### config.mk
export PLATFORM = sky130hd
export DESIGN_NAME = id_stage_fwd
export DESIGN_NICKNAME = d
export VERILOG_FILES = /design/src/rtl/id_stage_fwd_pkg.sv /design/src/rtl/id_stage_fwd_fwd_mux.sv /design/src/rtl/id_stage_fwd.sv
export SDC_FILE = /design/constraint.sdc
export NUM_CORES = 1
export LEC_CHECK = 0
export CORE_AREA = 2 2 147 149
export CTS_BUF_LIST = sky130_fd_sc_hd__clkbuf_16
export CTS_CLUSTER_SIZE = 40
export DETAILED_ROUTE_END_ITERATION = 6
export DIE_AREA = 0 0 149 151
export PLACE_DENSITY = 0.83
export SYNTH_ARGS = -nofsm -noshare
export SYNTH_HDL_FRONTEND = slang
export SYNTH_SLANG_ARGS = --single-unit
### constraint.sdc
create_clock -name clk -period 7.4 [get_ports clk]
set_clock_uncertainty 0.15 [all_clocks]
set_input_delay 1.48 -clock clk [delete_from_list [all_inputs] [get_ports clk]]
set_output_delay 1.48 -clock clk [all_outputs]
set_load 0.02 [all_outputs]
### src/rtl/id_stage_fwd_pkg.sv
// Shared RV32I decode definitions: opcode/funct constants, immediate formats,
// and the per-instruction control decode used by the registered ID stage.
package id_stage_fwd_pkg;

  localparam logic [31:0] ZeroWord = 32'h0000_0000;
  localparam logic [6:0]  NON_OP   = 7'b000_0000;

  localparam logic [6:0] OPC_LUI    = 7'b011_0111;
  localparam logic [6:0] OPC_AUIPC  = 7'b001_0111;
  localparam logic [6:0] OPC_JAL    = 7'b110_1111;
  localparam logic [6:0] OPC_JALR   = 7'b110_0111;
  localparam logic [6:0] OPC_BRANCH = 7'b110_0011;
  localparam logic [6:0] OPC_LOAD   = 7'b000_0011;
  localparam logic [6:0] OPC_STORE  = 7'b010_0011;
  localparam logic [6:0] OPC_OP_IMM = 7'b001_0011;
  localparam logic [6:0] OPC_OP     = 7'b011_0011;

  localparam logic [2:0] F3_JALR    = 3'b000;
  localparam logic [2:0] F3_BEQ     = 3'b000;
  localparam logic [2:0] F3_BNE     = 3'b001;
  localparam logic [2:0] F3_BLT     = 3'b100;
  localparam logic [2:0] F3_BGE     = 3'b101;
  localparam logic [2:0] F3_BLTU    = 3'b110;
  localparam logic [2:0] F3_BGEU    = 3'b111;
  localparam logic [2:0] F3_LB      = 3'b000;
  localparam logic [2:0] F3_LH      = 3'b001;
  localparam logic [2:0] F3_LW      = 3'b010;
  localparam logic [2:0] F3_LBU     = 3'b100;
  localparam logic [2:0] F3_LHU     = 3'b101;
  localparam logic [2:0] F3_SB      = 3'b000;
  localparam logic [2:0] F3_SH      = 3'b001;
  localparam logic [2:0] F3_SW      = 3'b010;
  localparam logic [2:0] F3_ADD_SUB = 3'b000;
  localparam logic [2:0] F3_SLL     = 3'b001;
  localparam logic [2:0] F3_SRL_SRA = 3'b101;

  localparam logic [6:0] F7_BASE = 7'b000_0000;
  localparam logic [6:0] F7_ALT  = 7'b010_0000;

  typedef enum logic [2:0] {
    IMM_NONE,
    IMM_I,
    IMM_S,
    IMM_B,
    IMM_U,
    IMM_J
  } imm_fmt_e;

  // Everything the stage needs to know about an instruction besides its raw fields.
  typedef struct packed {
    logic     legal;
    imm_fmt_e fmt;
    logic     rs1_used;
    logic     rs2_used;
    logic     writes;
    logic     keep_f3;
    logic     keep_f7;
  } dec_ctrl_t;

  function automatic logic [31:0] gen_imm(input logic [31:0] inst, input imm_fmt_e fmt);
    logic [31:0] imm;
    imm = ZeroWord;
    case (fmt)
      IMM_I: imm = {{20{inst[31]}}, inst[31:20]};
      IMM_S: imm = {{20{inst[31]}}, inst[31:25], inst[11:7]};
      IMM_B: imm = {{19{inst[31]}}, inst[31], inst[7], inst[30:25], inst[11:8], 1'b0};
      IMM_U: imm = {inst[31:12], 12'b0};
      IMM_J: imm = {{11{inst[31]}}, inst[31], inst[19:12], inst[20], inst[30:21], 1'b0};
      default: imm = ZeroWord;
    endcase
    return imm;
  endfunction

  // An illegal encoding collapses to an all-zero control word: no operands,
  // no write, no immediate, so it can never cause a load-use stall.
  function automatic dec_ctrl_t decode_ctrl(input logic [31:0] inst);
    dec_ctrl_t   c;
    logic [2:0]  f3;
    logic [6:0]  f7;
    f3 = inst[14:12];
    f7 = inst[31:25];
    c  = '0;
    case (inst[6:0])
      OPC_LUI, OPC_AUIPC: begin
        c.legal  = 1'b1;
        c.fmt    = IMM_U;
        c.writes = 1'b1;
      end
      OPC_JAL: begin
        c.legal  = 1'b1;
        c.fmt    = IMM_J;
        c.writes = 1'b1;
      end
      OPC_JALR: begin
        c.legal    = (f3 == F3_JALR);
        c.fmt      = IMM_I;
        c.rs1_used = 1'b1;
        c.writes   = 1'b1;
        c.keep_f3  = 1'b1;
      end
      OPC_BRANCH: begin
        c.legal    = f3 inside {F3_BEQ, F3_BNE, F3_BLT, F3_BGE, F3_BLTU, F3_BGEU};
        c.fmt      = IMM_B;
        c.rs1_used = 1'b1;
        c.rs2_used = 1'b1;
        c.keep_f3  = 1'b1;
      end
      OPC_LOAD: begin
        c.legal    = f3 inside {F3_LB, F3_LH, F3_LW, F3_LBU, F3_LHU};
        c.fmt      = IMM_I;
        c.rs1_used = 1'b1;
        c.writes   = 1'b1;
        c.keep_f3  = 1'b1;
      end
      OPC_STORE: begin
        c.legal    = f3 inside {F3_SB, F3_SH, F3_SW};
        c.fmt      = IMM_S;
        c.rs1_used = 1'b1;
        c.rs2_used = 1'b1;
        c.keep_f3  = 1'b1;
      end
      OPC_OP_IMM: begin
        if (f3 == F3_SLL)          c.legal = (f7 == F7_BASE);
        else if (f3 == F3_SRL_SRA) c.legal = f7 inside {F7_BASE, F7_ALT};
        else                       c.legal = 1'b1;
        c.fmt      = IMM_I;
        c.rs1_used = 1'b1;
        c.writes   = 1'b1;
        c.keep_f3  = 1'b1;
        c.keep_f7  = (f3 == F3_SLL) || (f3 == F3_SRL_SRA);
      end
      OPC_OP: begin
        c.legal    = (f7 == F7_BASE) ||
                     ((f7 == F7_ALT) && ((f3 == F3_ADD_SUB) || (f3 == F3_SRL_SRA)));
        c.rs1_used = 1'b1;
        c.rs2_used = 1'b1;
        c.writes   = 1'b1;
        c.keep_f3  = 1'b1;
        c.keep_f7  = 1'b1;
      end
      default: c = '0;
    endcase
    if (!c.legal) c = '0;
    return c;
  endfunction

endpackage

### src/rtl/id_stage_fwd_fwd_mux.sv
// Operand resolver: x0 reads as zero, otherwise the youngest matching
// forwarding source wins, otherwise the regfile value is used.
module id_fwd_mux
  import id_stage_fwd_pkg::*;
#(
  parameter int XLEN      = 32,
  parameter int REG_AW    = 5,
  parameter int FWD_PORTS = 2
) (
  input  logic [REG_AW-1:0]           addr,
  input  logic [XLEN-1:0]             rf_data,
  input  logic [FWD_PORTS-1:0]        fwd_we,
  input  logic [FWD_PORTS*REG_AW-1:0] fwd_addr,
  input  logic [FWD_PORTS*XLEN-1:0]   fwd_data,
  output logic [XLEN-1:0]             operand
);

  // NOTE: operand gets a value before any conditional update so this always_comb
  // can never infer a latch when no source matches.
  always_comb begin
    operand = rf_data;
    // Walk oldest to youngest so the lowest matching index is the last write.
    for (int k = FWD_PORTS - 1; k >= 0; k--) begin
      if (fwd_we[k] && (fwd_addr[k*REG_AW +: REG_AW] == addr)) begin
        operand = fwd_data[k*XLEN +: XLEN];
      end
    end
    if (addr == '0) operand = ZeroWord;
  end

endmodule

### src/rtl/id_stage_fwd.sv
// Registered RV32I decode stage: full decode, operand forwarding, load-use
// stall, flush, and a valid/ready output register between if_id and ex.
module id_stage_fwd
  import id_stage_fwd_pkg::*;
#(
  parameter int XLEN      = 32,
  parameter int REG_AW    = 5,
  parameter int FWD_PORTS = 2
) (
  input  logic                          clk,
  input  logic                          rst,
  input  logic                          flush,
  input  logic                          in_valid,
  output logic                          in_ready,
  input  logic [XLEN-1:0]               pc_i,
  input  logic [31:0]                   inst_i,
  output logic [REG_AW-1:0]             reg1_addr_o,
  output logic [REG_AW-1:0]             reg2_addr_o,
  input  logic [XLEN-1:0]               reg1_data_i,
  input  logic [XLEN-1:0]               reg2_data_i,
  input  logic [FWD_PORTS-1:0]          fwd_we,
  input  logic [FWD_PORTS*REG_AW-1:0]   fwd_addr,
  input  logic [FWD_PORTS*XLEN-1:0]     fwd_data,
  input  logic                          ex_is_load,
  output logic                          out_valid,
  input  logic                          out_ready,
  output logic [6:0]                    opcode_o,
  output logic [2:0]                    funct3_o,
  output logic [6:0]                    funct7_o,
  output logic [XLEN-1:0]               op1_o,
  output logic [XLEN-1:0]               op2_o,
  output logic [XLEN-1:0]               imm_o,
  output logic [XLEN-1:0]               pc_o,
  output logic [REG_AW-1:0]             wd_o,
  output logic                          wreg_o,
  output logic                          illegal_o
);

  dec_ctrl_t         ctrl;
  logic [XLEN-1:0]   rs1_val;
  logic [XLEN-1:0]   rs2_val;
  logic [REG_AW-1:0] ex_addr;
  logic [REG_AW-1:0] rd;
  logic              stall;
  logic              accept;

  logic [6:0]        opcode_n;
  logic [2:0]        funct3_n;
  logic [6:0]        funct7_n;
  logic [XLEN-1:0]   op1_n;
  logic [XLEN-1:0]   op2_n;
  logic [XLEN-1:0]   imm_n;
  logic [REG_AW-1:0] wd_n;
  logic              wreg_n;

  assign ctrl        = decode_ctrl(inst_i);
  assign reg1_addr_o = inst_i[19:15];
  assign reg2_addr_o = inst_i[24:20];
  assign rd          = inst_i[11:7];

  id_fwd_mux #(
    .XLEN      (XLEN),
    .REG_AW    (REG_AW),
    .FWD_PORTS (FWD_PORTS)
  ) u_fwd_rs1 (
    .addr     (reg1_addr_o),
    .rf_data  (reg1_data_i),
    .fwd_we   (fwd_we),
    .fwd_addr (fwd_addr),
    .fwd_data (fwd_data),
    .operand  (rs1_val)
  );

  id_fwd_mux #(
    .XLEN      (XLEN),
    .REG_AW    (REG_AW),
    .FWD_PORTS (FWD_PORTS)
  ) u_fwd_rs2 (
    .addr     (reg2_addr_o),
    .rf_data  (reg2_data_i),
    .fwd_we   (fwd_we),
    .fwd_addr (fwd_addr),
    .fwd_data (fwd_data),
    .operand  (rs2_val)
  );

  // Source 0 is ex; a load there has no data yet, so a dependent op must wait.
  assign ex_addr = fwd_addr[REG_AW-1:0];
  assign stall   = ex_is_load && fwd_we[0] && (ex_addr != '0) &&
                   ((ctrl.rs1_used && (ex_addr == reg1_addr_o)) ||
                    (ctrl.rs2_used && (ex_addr == reg2_addr_o)));

  assign in_ready = !rst && !stall && (!out_valid || out_ready);
  assign accept   = in_valid && in_ready && !flush;

  assign opcode_n = ctrl.legal   ? inst_i[6:0]   : NON_OP;
  assign funct3_n = ctrl.keep_f3 ? inst_i[14:12] : 3'b000;
  assign funct7_n = ctrl.keep_f7 ? inst_i[31:25] : 7'b000_0000;
  assign op1_n    = ctrl.rs1_used ? rs1_val : ZeroWord;
  assign op2_n    = ctrl.rs2_used ? rs2_val : ZeroWord;
  assign imm_n    = gen_imm(inst_i, ctrl.fmt);
  assign wd_n     = ctrl.writes ? rd : '0;
  assign wreg_n   = ctrl.writes && (rd != '0);

  // NOTE: state registers use non-blocking assignments so every flop samples
  // the pre-edge values regardless of statement order.
  always_ff @(posedge clk) begin
    if (rst) begin
      out_valid <= 1'b0;
      opcode_o  <= NON_OP;
      funct3_o  <= 3'b000;
      funct7_o  <= 7'b000_0000;
      op1_o     <= ZeroWord;
      op2_o     <= ZeroWord;
      imm_o     <= ZeroWord;
      pc_o      <= ZeroWord;
      wd_o      <= '0;
      wreg_o    <= 1'b0;
      illegal_o <= 1'b0;
    end else if (flush) begin
      out_valid <= 1'b0;
    end else if (accept) begin
      out_valid <= 1'b1;
      opcode_o  <= opcode_n;
      funct3_o  <= funct3_n;
      funct7_o  <= funct7_n;
      op1_o     <= op1_n;
      op2_o     <= op2_n;
      imm_o     <= imm_n;
      pc_o      <= pc_i;
      wd_o      <= wd_n;
      wreg_o    <= wreg_n;
      illegal_o <= !ctrl.legal;
    end else if (out_ready) begin
      // Consumed with nothing new behind it (including a stall): emit a bubble.
      out_valid <= 1'b0;
    end
  end

endmodule

-- Yosys cells after proc, flatten, opt, wreduce, memory -nomap -nowiden
Index checks and enable logic that the tools add are counted.
- bitwise gates (word level): 1
- reduce and logical (&&, ||, !) cells: 44
- equal/unequal tests: 25
- mux-type cells: 24
- operator list (kind ; number):
    $mux 32 ; 8
    $pmux 32 s5 ; 1
    $eq 7x6->1 const B ; 4
    $eq 7x7->1 const B ; 3
    $eq 5x5->1 ; 4
    $eq 3x3->1 const B ; 6
    $logic_and 1x1->1 ; 15
    $pmux 3 s5 ; 1
    $reduce_bool 5->1 ; 3
    $eq 7x5->1 const B ; 2
    $mux 7 ; 2
    $logic_not 5->1 ; 2
    $eq 3x2->1 const B ; 3
    $mux 9 ; 1
    $reduce_or 3->1 ; 3
    $eq 7x2->1 const B ; 1
    $logic_not 7->1 ; 1
    $mux 1 ; 7
    $pmux 1 s7 ; 1
    $reduce_or 7->1 ; 1
    $eq 3x1->1 const B ; 2
    $reduce_bool 6->1 ; 1
    $reduce_or 6->1 ; 1
    $logic_not 1->1 ; 5
    other kinds (10) ; 16
- register bits: 153
- logic and storage cells: 105
- bits of input ports: 210

-- Longest topological paths before layout
Gate-level depths: netlist of run 1.
- depth in word-level cells: 15
- gate-level depth with buffers: 11
- depth with buffers taken out: 7

-- Modules after synthesis
Synthesis of run 1 repeated with hierarchy kept, for this count alone.
- cells, all modules: 1026
- area total of the unflattened synthesis: 8592.0 sq um
- by module, submodules not included (module ; area each (sq um) ; cells each ; instances):
    id_stage_fwd ; 6089.6 ; 634 ; 1
    id_fwd_mux ; 1251.2 ; 196 ; 2

-- Worst setup path after synthesis of run 1
OpenSTA, ideal clock, no wires.
- path kind: input to output
- start point: in inst_i[14]
- end point: out in_ready
- stages on the path: 8
- arrival time: 3.275 ns
- buffers on the path: 1
- setup slack: 2.495 ns
- path through: buf_2 > xor2_1 > o21ai_0 > and4bb_1 > nor3_1 > nand2_1 > a22o_1 > nor3b_1
- longest elaborated chain between the ends: 12
- elaborated cells on any way between the ends: 24
- classes of those cells: 6 x eq/ne; 4 x mux; 14 x reduce/logical
- ends and longest elaborated chain (what ; line ; RTL):
    start, declared ; id_stage_fwd.sv:16 ; input logic [31:0] inst_i,
    $eq 3x3->1 / $logic_not 3->1 (equally long branches) ; - ;
    $logic_or 1x1->1 ; id_stage_fwd_pkg.sv:134 ; ((f7 == F7_ALT) && ((f3 == F3_ADD_SUB) || (f3 == F3_SRL_SRA)));
    $logic_and 1x1->1 ; id_stage_fwd_pkg.sv:134 ;
    $logic_or 1x1->1 ; id_stage_fwd_pkg.sv:133 ; c.legal = (f7 == F7_BASE) ||
    $pmux 1 s7 * ; id_stage_fwd_pkg.sv:83 ; case (inst[6:0])
    $mux 9 * ; id_stage_fwd_pkg.sv:143 ; if (!c.legal) c = '0;
    $logic_and 1x1->1, on equally long branches ; id_stage_fwd.sv:90, id_stage_fwd.sv:91 ;
    $logic_or 1x1->1 * ; id_stage_fwd.sv:90 ; ((ctrl.rs1_used && (ex_addr == reg1_addr_o)) ||
    $logic_and 1x1->1 * ; id_stage_fwd.sv:89 ; assign stall = ex_is_load && fwd_we[0] && (ex_addr != '0) &&
    $logic_not 1->1 * ; id_stage_fwd.sv:93 ; assign in_ready = !rst && !stall && (!out_valid || out_ready);
    $logic_and 1x1->1 * (2 in a row) ; id_stage_fwd.sv:93 ;
    end, declared ; id_stage_fwd.sv:14 ; output logic in_ready,
Every way passes the cells marked *; elsewhere a longest branch is shown, timed or not.

-- Worst setup path after layout of run 1
- start point: in inst_i[2]
- end point: out in_ready
- longest elaborated chain between the ends: 10
- elaborated cells on any way between the ends: 23
- classes of those cells: 9 x eq/ne; 4 x mux; 10 x reduce/logical
- ends and longest elaborated chain (what ; line):
    $eq 7x7->1, or another cell as far along ; id_stage_fwd_pkg.sv:83
    $reduce_or 3->1 (no line) / $reduce_or 6->1 (equally long branches) ; -
    $pmux 1 s7 / $mux 1 (equally long branches) ; id_stage_fwd_pkg.sv:83
    $mux 9 * ; id_stage_fwd_pkg.sv:143
    $logic_and 1x1->1, on equally long branches ; id_stage_fwd.sv:90, id_stage_fwd.sv:91
    $logic_or 1x1->1 * ; id_stage_fwd.sv:90
    $logic_and 1x1->1 * ; id_stage_fwd.sv:89
    $logic_not 1->1 * ; id_stage_fwd.sv:93
    $logic_and 1x1->1 * (2 in a row) ; id_stage_fwd.sv:93
Marks and branches as above.

==> metrics.json, run 1 <==
{
  "path_clk_slew_ns": 0.06,
  "antenna_found_initial": 4,
  "row_count": 53,
  "cts-htree-levels": 4,
  "run_status": "finished, final reports clean",
  "layout_worst_path_cycle_share_pct": 81.9,
  "detail-route-antenna-nets": 0,
  "yosysSeqAreaShare_pct": 40.4,
  "fin_util_pct": 57.1,
  "finalWeightedCongestion": 0.907,
  "vias_in_the_first_global_route": 8021,
  "drt-pass1-iter-count": 5,
  "boundaryPins": 374,
  "path_max_fanout": 7,
  "layout.nets": 1463,
  "worst_r2r_endpoint": "imm_o[10]$_SDFFE_PP0P_",
  "dieHeight_um": 151,
  "wl_per_cell_um": 20.1,
  "placement.io_buffers": 373,
  "post_cts_buffers": 0,
  "clk-insertion-delay-late_ns": 0.41,
  "coreArea_sq_mm": 0.0208,
  "wirelength_mm": 31.0,
  "setup_total_negative_slack_ns": 0,
  "worstReg2RegStart": "out_valid$_SDFFE_PP0P_",
  "cts_tree": "done",
  "starting_density_of_the_core_pct": 36.4,
  "die_w_um": 149,
  "synth.top_cells.by_area": "sky130_fd_sc_hd__dfxtp_1, sky130_fd_sc_hd__a21oi_1, sky130_fd_sc_hd__mux2i_1",
  "grt_first_pass_wirelength_mm": 45.6,
  "vias_per_cell": 5.33,
  "post-route-drc-count": 0,
  "hold_path_end": "op1_o[7]$_SDFFE_PP0P_",
  "setup_viol": 0,
  "hp-class": "reg -> reg",
  "required_ns": 5.77,
  "timing_worst_setup_path_type": "in -> out",
  "first_iter_violations": 268,
  "worst_slew_margin_rel_pct": 21.9,
  "yosys_warnings": 0,
  "clkSinkCount": 153,
  "cpLargestDelayFamily": "simple AND/OR/NAND/NOR gates",
  "final_max_tran_viols": 0,
  "synth.net_count": 1148,
  "start_kind": "input port",
  "dieArea_sq_mm": 0.0225,
  "cp_slowest_stage_delay_ns": 0.68,
  "timing.fmax_ghz": 0.165,
  "async_sr_flop_fraction_pct": 0,
  "detailedPlacementHpwl_mm": 22.8,
  "cap_violations": 0,
  "peakVddDrop_uv": 139,
  "synth_cell_type_count": 53,
  "pwr_density_cell_mw_per_mm2": 176,
  "postSynthRegisterBits": 153,
  "synth.largest_area_cell": "sky130_fd_sc_hd__dfxtp_1",
  "route.vias.total": 8217,
  "cp.arrival_ns": 4.43,
  "grtUsageTotal_pct": 26.7,
  "cts-resized-gates": 0,
  "synth_edf_count": 0,
  "setup_repair_after_global_routing_missed_its_margin": "false",
  "layout-drive-gt1-share_pct": 4.82,
  "critPathSlowestCell": "sky130_fd_sc_hd__clkdlybuf4s50_1",
  "rrSetupSlack_ns": 4.02,
  "synthToLayoutAreaGrowth_pct": 56.8,
  "worst_hold_startpoint": "op1_o[7]$_SDFFE_PP0P_",
  "layout_min_cycle_time_ns": 6.06,
  "netlist.area_leader.share_pct": 40.4,
  "total_leakage_power_nw": 4.06,
  "cp.buffers_inverters": 2,
  "timing.reg2reg.worst_path_depth": 8,
  "end_kind": "primary output",
  "timing_worst_slew_pin_value_ns": 1.17,
  "holdWs_ns": 0.300,
  "number_of_instances_in_the_synthesized_netlist": 938,
  "worst_hold_path.num_cells": 2,
  "max-clock-path-buffers": 2,
  "ys_top_cells_by_count": "sky130_fd_sc_hd__a21oi_1, sky130_fd_sc_hd__dfxtp_1, sky130_fd_sc_hd__nand2_1",
  "yosysMostFrequentCell": "sky130_fd_sc_hd__a21oi_1",
  "cp_cell_sequence": "clkdlybuf4s50_1, and4bb_1, nand3b_1, and4bb_1, nor3_1, nand2_1, a22o_1, nor3b_1, clkdlybuf4s50_1",
  "grt.overflow.total": 0,
  "postSynth.topFlopCell": "sky130_fd_sc_hd__dfxtp_1",
  "syn_area_sq_mm": 0.00758,
  "avgSynthCellArea_sq_um": 8.08,
  "root_buffer": "sky130_fd_sc_hd__clkbuf_16",
  "pin_count_of_the_biggest_net_entering_global_routing": 87,
  "cts_inserted_buffers": 17,
  "finalHoldViolCount": 0,
  "holdBufCountCts": 0
}
==> registers in the layout, indices dropped and copies added (netlist names), 3 cells and up <==
register and flops:
funct3_o 3, funct7_o 7, imm_o 32, op1_o 32, op2_o 32, opcode_o 7
pc_o 32, wd_o 5
==> placed cells by master, fill, tap and decap left out, drive strengths merged, types with 3 or more instances in the layout <==
| cell type | instances |
|---|---|
| a221oi | 5 |
| clkdlybuf4s50 | 372 |
| o21ai | 5 |
| nand3b | 3 |
| nand4 | 38 |
| nand3 | 20 |
| and2 | 17 |
| nor4 | 5 |
| inv | 8 |
| xnor2 | 12 |
| mux2i | 65 |
| o21a | 3 |
| xor2 | 9 |
| a21oi | 167 |
| or3 | 5 |
| buf | 16 |
| dfxtp | 153 |
| a22o | 33 |
| a211oi | 8 |
| nor3 | 14 |
| or4 | 3 |
| and3 | 4 |
| nand2 | 148 |
| o211ai | 15 |
| clkbuf | 17 |
| clkinv | 4 |
| nand2b | 5 |
| nor2 | 88 |
==> metrics by stage <==
step	std cells	setup WS (ns)	total power (W)	cell area, sq um
2_1_floorplan	938	2.50	0.00102	7580
3_5_place_dp	1509	1.37	0.00122	11300
5_1_grt	1542	1.19	0.00217	11900
3_3_place_gp	1509	1.36	0.00122	11300
6_report	1542	1.34	0.00209	11900
4_1_cts	1541	1.33	0.00211	11900
==> routing by layer <==
metal	vias up	GRT usage, %	share of wire, %
met3	69	9.01	9.5
met4	6	13.9	4.2
met5	-	0	0.14
met1	3832	31.0	40
li1	3926	-	-
met2	384	43.9	46
==> worst min-delay path: stages (launching register included) <==
cell	delay, ns
sky130_fd_sc_hd__dfxtp_1	0.31
sky130_fd_sc_hd__nand2_1	0.05
sky130_fd_sc_hd__a21oi_1	0.05
==> cell type report <==
cell class | instances | area [sq um]
Sequential cell | 153 | 3060
Multi-Input combinational cell | 692 | 4040
Clock buffer | 17 | 425
Fill cell | 1877 | 8940
Antenna cell | 1 | 2.50
Inverter | 1 | 3.75
Tap cell | 275 | 344
Timing Repair Buffer | 388 | 3840
Clock inverter | 15 | 166
==> worst max path at each step <==
stage | from | slack, ns | to | depth (start not counted)
finish | inst_i[2] | 1.34 | in_ready | 9
global route | inst_i[2] | 1.19 | in_ready | 9
CTS | inst_i[2] | 1.33 | in_ready | 9
detailed placement | inst_i[2] | 1.37 | in_ready | 9
global placement | inst_i[2] | 1.36 | in_ready | 9
floorplan | inst_i[14] | 2.50 | in_ready | 8
==> cells by family after synthesis <==
group | share of synthesized area [%]
simple gates | 22.3
compound gates | 19.7
flops | 40.4
buf+inv | 6.42
mux | 8.74
xor+xnor | 2.43
==> power breakdown <==
| part | switching [W] | total, W | internal, W |
|---|---|---|---|
| clock network | 0.000380 | 0.000886 | 0.000505 |
| logic | 0.000175 | 0.000354 | 0.000179 |
| registers | 0.00000926 | 0.000850 | 0.000840 |
| total | 0.000565 | 0.00209 | 0.00152 |
No activity file was read; power rests on OpenSTA's default activity.
==> inputs of run 2 (changes only) <==
- CORE_AREA: 2 2 147 149 -> not set
- CORE_UTILIZATION: not set -> 37
- DIE_AREA: 0 0 149 151 -> not set
- PLACE_DENSITY: 0.83 -> 0.87
- clock period: 7.4 -> 5.5 ns (I/O delays scaled with it)
==> run 2 against run 1 <==
Compared with the run above:
- setup slack got worse by 0.53 ns
- routed wire length is 0.89% lower
- flip-flop and latch count did not move
- global-route usage up 2.2 points
- utilization rose by 3.2 points
- clock power is 31% higher
- combinational power rose by 37%
- sequential power is 34% higher
- sequential share of layout area is 0.076 points lower
- critical path depth stayed put
- total power is 33% higher
- design area up 0.29%
- critical path type unchanged
==> metrics.json, run 2 (same netlist as run 1, synthesis figures left out) <==
{
  "run_status": {"value": "finished, final reports clean", "change": "unchanged"},
  "timing_worst_setup_path_type": {"value": "in -> out", "change": "unchanged"},
  "end_kind": {"value": "primary output", "change": "unchanged"},
  "starting_density_of_the_core": {"value": 38.3, "unit": "%", "change": "was 36.4%"},
  "peakVddDrop": {"value": 299, "unit": "uV", "change": "was 139 uV"},
  "placed_area": {"value": 0.0113, "unit": "sq mm", "change": "about the same"},
  "setup_repair_after_global_routing_missed_its_margin": {"value": "false", "change": "unchanged"},
  "total_leakage_power": {"value": 4.09, "unit": "nW", "change": "was 4.06 nW"},
  "path_max_fanout": {"value": 7, "change": "unchanged"},
  "cts-resized-gates": {"value": 0, "change": "unchanged"},
  "max-clock-path-buffers": {"value": 2, "change": "unchanged"},
  "wl_per_cell": {"value": 19.9, "unit": "um", "change": "was 20.1 um"},
  "layout.cells.most_common_list": {"value": "sky130_fd_sc_hd__clkdlybuf4s50_1, sky130_fd_sc_hd__a21oi_1, sky130_fd_sc_hd__dfxtp_1", "change": "unchanged"},
  "detailedPlacementHpwl": {"value": 22.2, "unit": "mm", "change": "was 22.8 mm"},
  "die_w": {"value": 145, "unit": "um", "change": "was 149 um"},
  "internal_cell_power": {"value": 0.00201, "unit": "W", "change": "was 0.00152 W"},
  "cts-htree-levels": {"value": 4, "change": "unchanged"},
  "drt-pass1-iter-count": {"value": 5, "change": "unchanged"},
  "synthToLayoutAreaGrowth": {"value": 57.3, "unit": "%", "change": "was 56.8%"},
  "total_power": {"value": 0.00279, "unit": "W", "change": "was 0.00209 W"},
  "power.share.sequential": {"value": 41.0, "unit": "%", "change": "was 40.7%"},
  "cap_violations": {"value": 0, "change": "unchanged"},
  "leading_cell_type_in_the_layout_fill_and_taps_excluded": {"value": "sky130_fd_sc_hd__clkdlybuf4s50_1", "change": "unchanged"},
  "power_frac_clock": {"value": 41.6, "unit": "%", "change": "was 42.4%"},
  "cts_tree": {"value": "done", "change": "unchanged"},
  "post-route-drc-count": {"value": 0, "change": "unchanged"},
  "antenna_found_initial": {"value": 4, "change": "unchanged"},
  "route.vias.total": {"value": 8370, "change": "was 8217"},
  "switching_share": {"value": 27.9, "unit": "%", "change": "was 27.0%"},
  "first_iter_violations": {"value": 460, "change": "was 268"},
  "worst_slew_margin_rel": {"value": 21.4, "unit": "%", "change": "was 21.9%"},
  "grt_first_pass_wirelength": {"value": 47.4, "unit": "mm", "change": "was 45.6 mm"},
  "layout_min_cycle_time_ns": 4.69,
  "fin_util": {"value": 60.3, "unit": "%", "change": "was 57.1%"},
  "setup_viol": {"value": 0, "change": "unchanged"},
  "timing_worst_slew_pin_value": {"value": 1.18, "unit": "ns", "change": "was 1.17 ns"},
  "row_count": {"value": 51, "change": "was 53"},
  "path_clk_slew": {"value": 0.06, "unit": "ns", "change": "about the same"},
  "final_max_tran_viols": {"value": 0, "change": "unchanged"},
  "hp-class": {"value": "reg -> reg", "change": "unchanged"},
  "grt.overflow.total": {"value": 0, "change": "unchanged"},
  "clkSinkCount": {"value": 153, "change": "unchanged"},
  "timing.fmax_ghz": 0.213,
  "placement.io_buffers": {"value": 373, "change": "unchanged"},
  "pwr-share-comb": {"value": 17.4, "unit": "%", "change": "was 17.0%"},
  "pin_count_of_the_biggest_net_entering_global_routing": {"value": 85, "change": "was 87"},
  "design_area": {"value": 0.0119, "unit": "sq mm", "change": "about the same"},
  "finalWeightedCongestion": {"value": 0.891, "change": "was 0.907"},
  "dieHeight": {"value": 145, "unit": "um", "change": "was 151 um"},
  "holdBufCountCts": {"value": 0, "change": "unchanged"},
  "coreArea": {"value": 0.0198, "unit": "sq mm", "change": "was 0.0208 sq mm"},
  "dieArea": {"value": 0.0211, "unit": "sq mm", "change": "was 0.0225 sq mm"},
  "post_cts_buffers": {"value": 0, "change": "unchanged"},
  "vias_in_the_first_global_route": {"value": 8270, "change": "was 8021"},
  "total_switching_power": {"value": 0.000777, "unit": "W", "change": "was 0.000565 W"},
  "layout-drive-gt1-share": {"value": 5.35, "unit": "%", "change": "was 4.82%"},
  "root_buffer": {"value": "sky130_fd_sc_hd__clkbuf_16", "change": "unchanged"},
  "finalHoldViolCount": {"value": 0, "change": "unchanged"},
  "boundaryPins": {"value": 374, "change": "unchanged"},
  "clk-insertion-delay-late": {"value": 0.42, "unit": "ns", "change": "was 0.41 ns"},
  "pwr_density_cell": {"value": 234, "unit": "mW/mm^2", "change": "was 176 mW/mm^2"},
  "detail-route-antenna-nets": {"value": 0, "change": "unchanged"},
  "vias_per_cell": {"value": 5.44, "change": "was 5.33"},
  "cts_inserted_buffers": {"value": 17, "change": "unchanged"},
  "required": {"value": 4.25, "unit": "ns", "change": "was 5.77 ns"},
  "wirelength": {"value": 30.7, "unit": "mm", "change": "was 31.0 mm"},
  "grtUsageTotal": {"value": 28.9, "unit": "%", "change": "was 26.7%"},
  "cp.arrival": {"value": 3.44, "unit": "ns", "change": "was 4.43 ns"},
  "layout_worst_path_cycle_share_pct": 85.3,
  "start_kind": {"value": "input port", "change": "unchanged"},
  "setup_total_negative_slack": {"value": 0, "unit": "ns", "change": "unchanged"},
  "layout.nets": {"value": 1469, "change": "was 1463"}
}
run 2: changes by cell type in the layout (fill, tap and decap cells not counted), sizes merged:
cell	previous run	this run
clkdlybuf4s50	372	371
inv	8	7
buf	16	23
diode	1	3
clkinv	4	6
bufinv	2	1
run 2: cell type report:
cell class,count,area [sq um]
Clock buffer,17,425
Clock inverter,15,141
Inverter,1,3.75
Fill cell,1703,7860
Antenna cell,3,7.51
Multi-Input combinational cell,692,4040
Tap cell,265,332
Sequential cell,153,3060
Timing Repair Buffer,394,3910
run 2: power groups by stage:
stage	Clock (W)	Sequential, W	Combinational (W)
CTS	0.00118	0.00114	0.000484
detailed placement	0	0.00117	0.000481
floorplan	0	0.00120	0.000180
finish	0.00116	0.00114	0.000484
global route	0.00123	0.00114	0.000518
global placement	0	0.00117	0.000476
run 2: path summary, 6_finish.rpt:
path,start,to,slack (ns),cells after the start
worst max register to register,out_valid$_SDFFE_PP0P_,op2_o[19]$_SDFFE_PP0P_,2.79,8
worst min register to register,op1_o[15]$_SDFFE_PP0P_,op1_o[15]$_SDFFE_PP0P_,0.30,2
worst min-delay path,op1_o[15]$_SDFFE_PP0P_,op1_o[15]$_SDFFE_PP0P_,0.30,2
worst max-delay path,inst_i[2],in_ready,0.81,9
run 2: through the flow:
stage / setup slack (ns) / hold slack (ns) / std cells
2_1_floorplan: 1.36 / 0.379 / 938
3_3_place_gp: 0.832 / 0.287 / 1505
3_5_place_dp: 0.820 / 0.292 / 1505
4_1_cts: 0.808 / 0.301 / 1537
5_1_grt: 0.655 / 0.321 / 1540
6_report: 0.807 / 0.299 / 1540
run 2: routing by layer:
metal  vias to the layer above  track usage (%)  part of all wire (%)
li1                       3944                -                     -
met1                      3928             33.2                    39
met2                       431             49.3                    48
met3                        65             9.21                   9.1
met4                         2             12.3                   3.1
met5                         -                0                 0.042
run 2: worst max-delay path, cell delays in order:
cell,delay [ns]
sky130_fd_sc_hd__clkdlybuf4s50_1,0.59
sky130_fd_sc_hd__and4bb_1,0.29
sky130_fd_sc_hd__nand3b_1,0.15
sky130_fd_sc_hd__and4bb_1,0.24
sky130_fd_sc_hd__nor3_1,0.32
sky130_fd_sc_hd__nand2_1,0.12
sky130_fd_sc_hd__a22o_1,0.26
sky130_fd_sc_hd__nor3b_1,0.18
sky130_fd_sc_hd__buf_4,0.20
==> inputs of run 3 (changes only) <==
- RECOVER_POWER: not set -> 50
==> run 3 against run 2 <==
Compared with the run above:
- worst hold slack got worse by 0.0037 ns
- sequential share of layout area hardly changed
- count of clock-buffer cells in the layout stayed put
- highest routed layer unchanged
- design area is 0.13% lower
- via count is 0.36% higher
- largest cell class unchanged
- combinational power is 2% lower
==> metrics.json, run 3 (same netlist as run 1, synthesis figures left out) <==
{
  "worst_slew_margin_rel": {"value": 21.3, "unit": "%", "change": "was 21.4%"},
  "total_leakage_power": {"value": 4.59, "unit": "nW", "change": "was 4.09 nW"},
  "finalHoldViolCount": {"value": 0, "change": "unchanged"},
  "max-clock-path-buffers": {"value": 2, "change": "unchanged"},
  "vias_per_cell": {"value": 5.45, "change": "was 5.44"},
  "fin_util": {"value": 60.2, "unit": "%", "change": "was 60.3%"},
  "cap_violations": {"value": 0, "change": "unchanged"},
  "start_kind": {"value": "input port", "change": "unchanged"},
  "holdBufCountCts": {"value": 0, "change": "unchanged"},
  "total_switching_power": {"value": 0.000780, "unit": "W", "change": "was 0.000777 W"},
  "cts_inserted_buffers": {"value": 17, "change": "unchanged"},
  "drt-pass1-iter-count": {"value": 7, "change": "was 5"},
  "setup_viol": {"value": 0, "change": "unchanged"},
  "hp-class": {"value": "reg -> reg", "change": "unchanged"},
  "timing.fmax": {"value": 0.214, "unit": "GHz", "change": "was 0.213 GHz"},
  "antenna_found_initial": {"value": 4, "change": "unchanged"},
  "pin_count_of_the_biggest_net_entering_global_routing": {"value": 85, "change": "unchanged"},
  "post_cts_buffers": {"value": 0, "change": "unchanged"},
  "cts-resized-gates": {"value": 0, "change": "unchanged"},
  "cts_tree": {"value": "done", "change": "unchanged"},
  "layout_worst_path_cycle_share": {"value": 85.2, "unit": "%", "change": "was 85.3%"},
  "final.fill_count": {"value": 1704, "change": "was 1703"},
  "root_buffer": {"value": "sky130_fd_sc_hd__clkbuf_16", "change": "unchanged"},
  "placed_area": {"value": 0.0113, "unit": "sq mm", "change": "unchanged"},
  "setup_repair_after_global_routing_missed_its_margin": {"value": "false", "change": "unchanged"},
  "layout_min_cycle_time": {"value": 4.68, "unit": "ns", "change": "was 4.69 ns"},
  "setup_slack": {"value": 0.816, "unit": "ns", "change": "was 0.807 ns"},
  "placement.io_buffers": {"value": 373, "change": "unchanged"},
  "layout-drive-gt1-share": {"value": 5.11, "unit": "%", "change": "was 5.35%"},
  "grt.overflow.total": {"value": 0, "change": "unchanged"},
  "final_cells": {"value": 1540, "change": "unchanged"},
  "pwr-share-comb": {"value": 17.1, "unit": "%", "change": "was 17.4%"},
  "clkSinkCount": {"value": 153, "change": "unchanged"},
  "run_status": {"value": "finished, final reports clean", "change": "unchanged"},
  "wirelength": {"value": 30.7, "unit": "mm", "change": "about the same"},
  "cts-htree-levels": {"value": 4, "change": "unchanged"},
  "pwr_density_cell": {"value": 234, "unit": "mW/mm^2", "change": "about the same"},
  "design_area": {"value": 0.0119, "unit": "sq mm", "change": "about the same"},
  "finalWeightedCongestion": {"value": 0.891, "change": "unchanged"},
  "layout.cells.most_common_list": {"value": "sky130_fd_sc_hd__clkdlybuf4s50_1, sky130_fd_sc_hd__a21oi_1, sky130_fd_sc_hd__dfxtp_1, sky130_fd_sc_hd__dlygate4sd3_1, sky130_fd_sc_hd__nand2_1", "change": "was sky130_fd_sc_hd__clkdlybuf4s50_1, sky130_fd_sc_hd__a21oi_1, sky130_fd_sc_hd__dfxtp_1"},
  "post-route-drc-count": {"value": 0, "change": "unchanged"},
  "first_iter_violations": {"value": 450, "change": "was 460"},
  "starting_density_of_the_core": {"value": 38.3, "unit": "%", "change": "unchanged"},
  "numPlacedInstances": {"value": 1505, "change": "unchanged"},
  "row_count": {"value": 51, "change": "unchanged"},
  "clk-insertion-delay-late": {"value": 0.42, "unit": "ns", "change": "about the same"},
  "required": {"value": 4.25, "unit": "ns", "change": "about the same"},
  "vias_in_the_first_global_route": {"value": 8270, "change": "unchanged"},
  "detailedPlacementHpwl": {"value": 22.2, "unit": "mm", "change": "unchanged"},
  "dieHeight": {"value": 145, "unit": "um", "change": "unchanged"},
  "path_clk_slew": {"value": 0.06, "unit": "ns", "change": "about the same"},
  "setup_total_negative_slack": {"value": 0, "unit": "ns", "change": "unchanged"},
  "final_max_tran_viols": {"value": 0, "change": "unchanged"},
  "internal_cell_power": {"value": 0.00200, "unit": "W", "change": "was 0.00201 W"},
  "end_kind": {"value": "primary output", "change": "unchanged"},
  "layout.nets": {"value": 1469, "change": "unchanged"},
  "wl_per_cell": {"value": 19.9, "unit": "um", "change": "about the same"},
  "coreArea": {"value": 0.0198, "unit": "sq mm", "change": "unchanged"},
  "area_used_by_multi_input_combinational_logic": {"value": 0.00403, "unit": "sq mm", "change": "was 0.00404 sq mm"},
  "timing_worst_setup_path_type": {"value": "in -> out", "change": "unchanged"},
  "timing_worst_slew_pin_value": {"value": 1.18, "unit": "ns", "change": "about the same"},
  "peakVddDrop": {"value": 300, "unit": "uV", "change": "was 299 uV"},
  "synthToLayoutAreaGrowth": {"value": 57.1, "unit": "%", "change": "was 57.3%"},
  "layout.area.seq": {"value": 0.00306, "unit": "sq mm", "change": "unchanged"},
  "power.share.sequential": {"value": 41.1, "unit": "%", "change": "was 41.0%"},
  "dieArea": {"value": 0.0211, "unit": "sq mm", "change": "unchanged"},
  "path_max_fanout": {"value": 7, "change": "unchanged"},
  "leading_cell_type_in_the_layout_fill_and_taps_excluded": {"value": "sky130_fd_sc_hd__clkdlybuf4s50_1", "change": "unchanged"},
  "route.vias.total": {"value": 8400, "change": "was 8370"},
  "die_w": {"value": 145, "unit": "um", "change": "unchanged"},
  "switching_share": {"value": 28.0, "unit": "%", "change": "was 27.9%"},
  "cp.arrival": {"value": 3.43, "unit": "ns", "change": "was 3.44 ns"},
  "power_frac_clock": {"value": 41.9, "unit": "%", "change": "was 41.6%"},
  "boundaryPins": {"value": 374, "change": "unchanged"},
  "pre_cts_slack": {"value": 0.820, "unit": "ns", "change": "unchanged"},
  "grt_first_pass_wirelength": {"value": 47.4, "unit": "mm", "change": "unchanged"},
  "grtUsageTotal": {"value": 28.9, "unit": "%", "change": "unchanged"},
  "detail-route-antenna-nets": {"value": 0, "change": "unchanged"}
}
## run 3: cell count changes in the layout (fill, tap and decap cells not counted)
cell,change
sky130_fd_sc_hd__buf_4,-2
sky130_fd_sc_hd__dlygate4sd3_1,+153
sky130_fd_sc_hd__nor2_1,+1
sky130_fd_sc_hd__clkdlybuf4s50_1,-153
sky130_fd_sc_hd__clkbuf_1,+2
sky130_fd_sc_hd__nor2_4,-1
## run 3: metrics by stage
| stage | hold WS, ns | power (W) |
|---|---|---|
| after floorplan | 0.379 | 0.00138 |
| after global placement | 0.287 | 0.00164 |
| after detailed placement | 0.292 | 0.00165 |
| after CTS | 0.301 | 0.00281 |
| after global routing | 0.318 | 0.00288 |
| final | 0.296 | 0.00278 |
## run 3: power groups by stage
stage          clock network (W)  registers [W]  logic (W)
2_1_floorplan                  0        0.00120   0.000180
3_3_place_gp                   0        0.00117   0.000476
3_5_place_dp                   0        0.00117   0.000481
4_1_cts                  0.00118        0.00114   0.000484
5_1_grt                  0.00123        0.00114   0.000509
6_report                 0.00116        0.00114   0.000475
## run 3: layout make-up
class / instances / area share (%)
Tap cell: 265 / 2.79
Clock inverter: 15 / 1.19
Clock buffer: 17 / 3.57
Timing Repair Buffer: 394 / 32.8
Sequential cell: 153 / 25.7
Inverter: 1 / 0.0315
Antenna cell: 3 / 0.0631
Multi-Input combinational cell: 692 / 33.8
## run 3: worst max-delay path: stages
cell and delay [ns]:
sky130_fd_sc_hd__clkdlybuf4s50_1 0.58, sky130_fd_sc_hd__and4bb_1 0.29, sky130_fd_sc_hd__nand3b_1 0.15, sky130_fd_sc_hd__and4bb_1 0.23, sky130_fd_sc_hd__nor3_1 0.32, sky130_fd_sc_hd__nand2_1 0.12, sky130_fd_sc_hd__a22o_1 0.26, sky130_fd_sc_hd__nor3b_1 0.18
sky130_fd_sc_hd__buf_4 0.20
## run 3: per-layer routing
layer | global-route usage [%] | routed length [um]
met4 | 12.3 | 1030
met1 | 33.2 | 12100
met3 | 9.21 | 2770
met5 | 0 | 13
met2 | 49.3 | 14800
## run 3: final timing paths
| check | start | to | slack [ns] | depth (start not counted) |
|---|---|---|---|---|
| setup / recovery | inst_i[2] | in_ready | 0.82 | 9 |
| hold / removal | op1_o[15]$_SDFFE_PP0P_ | op1_o[15]$_SDFFE_PP0P_ | 0.30 | 2 |
| setup reg to reg | out_valid$_SDFFE_PP0P_ | imm_o[3]$_SDFFE_PP0P_ | 2.70 | 8 |
| hold reg to reg | op1_o[15]$_SDFFE_PP0P_ | op1_o[15]$_SDFFE_PP0P_ | 0.30 | 2 |
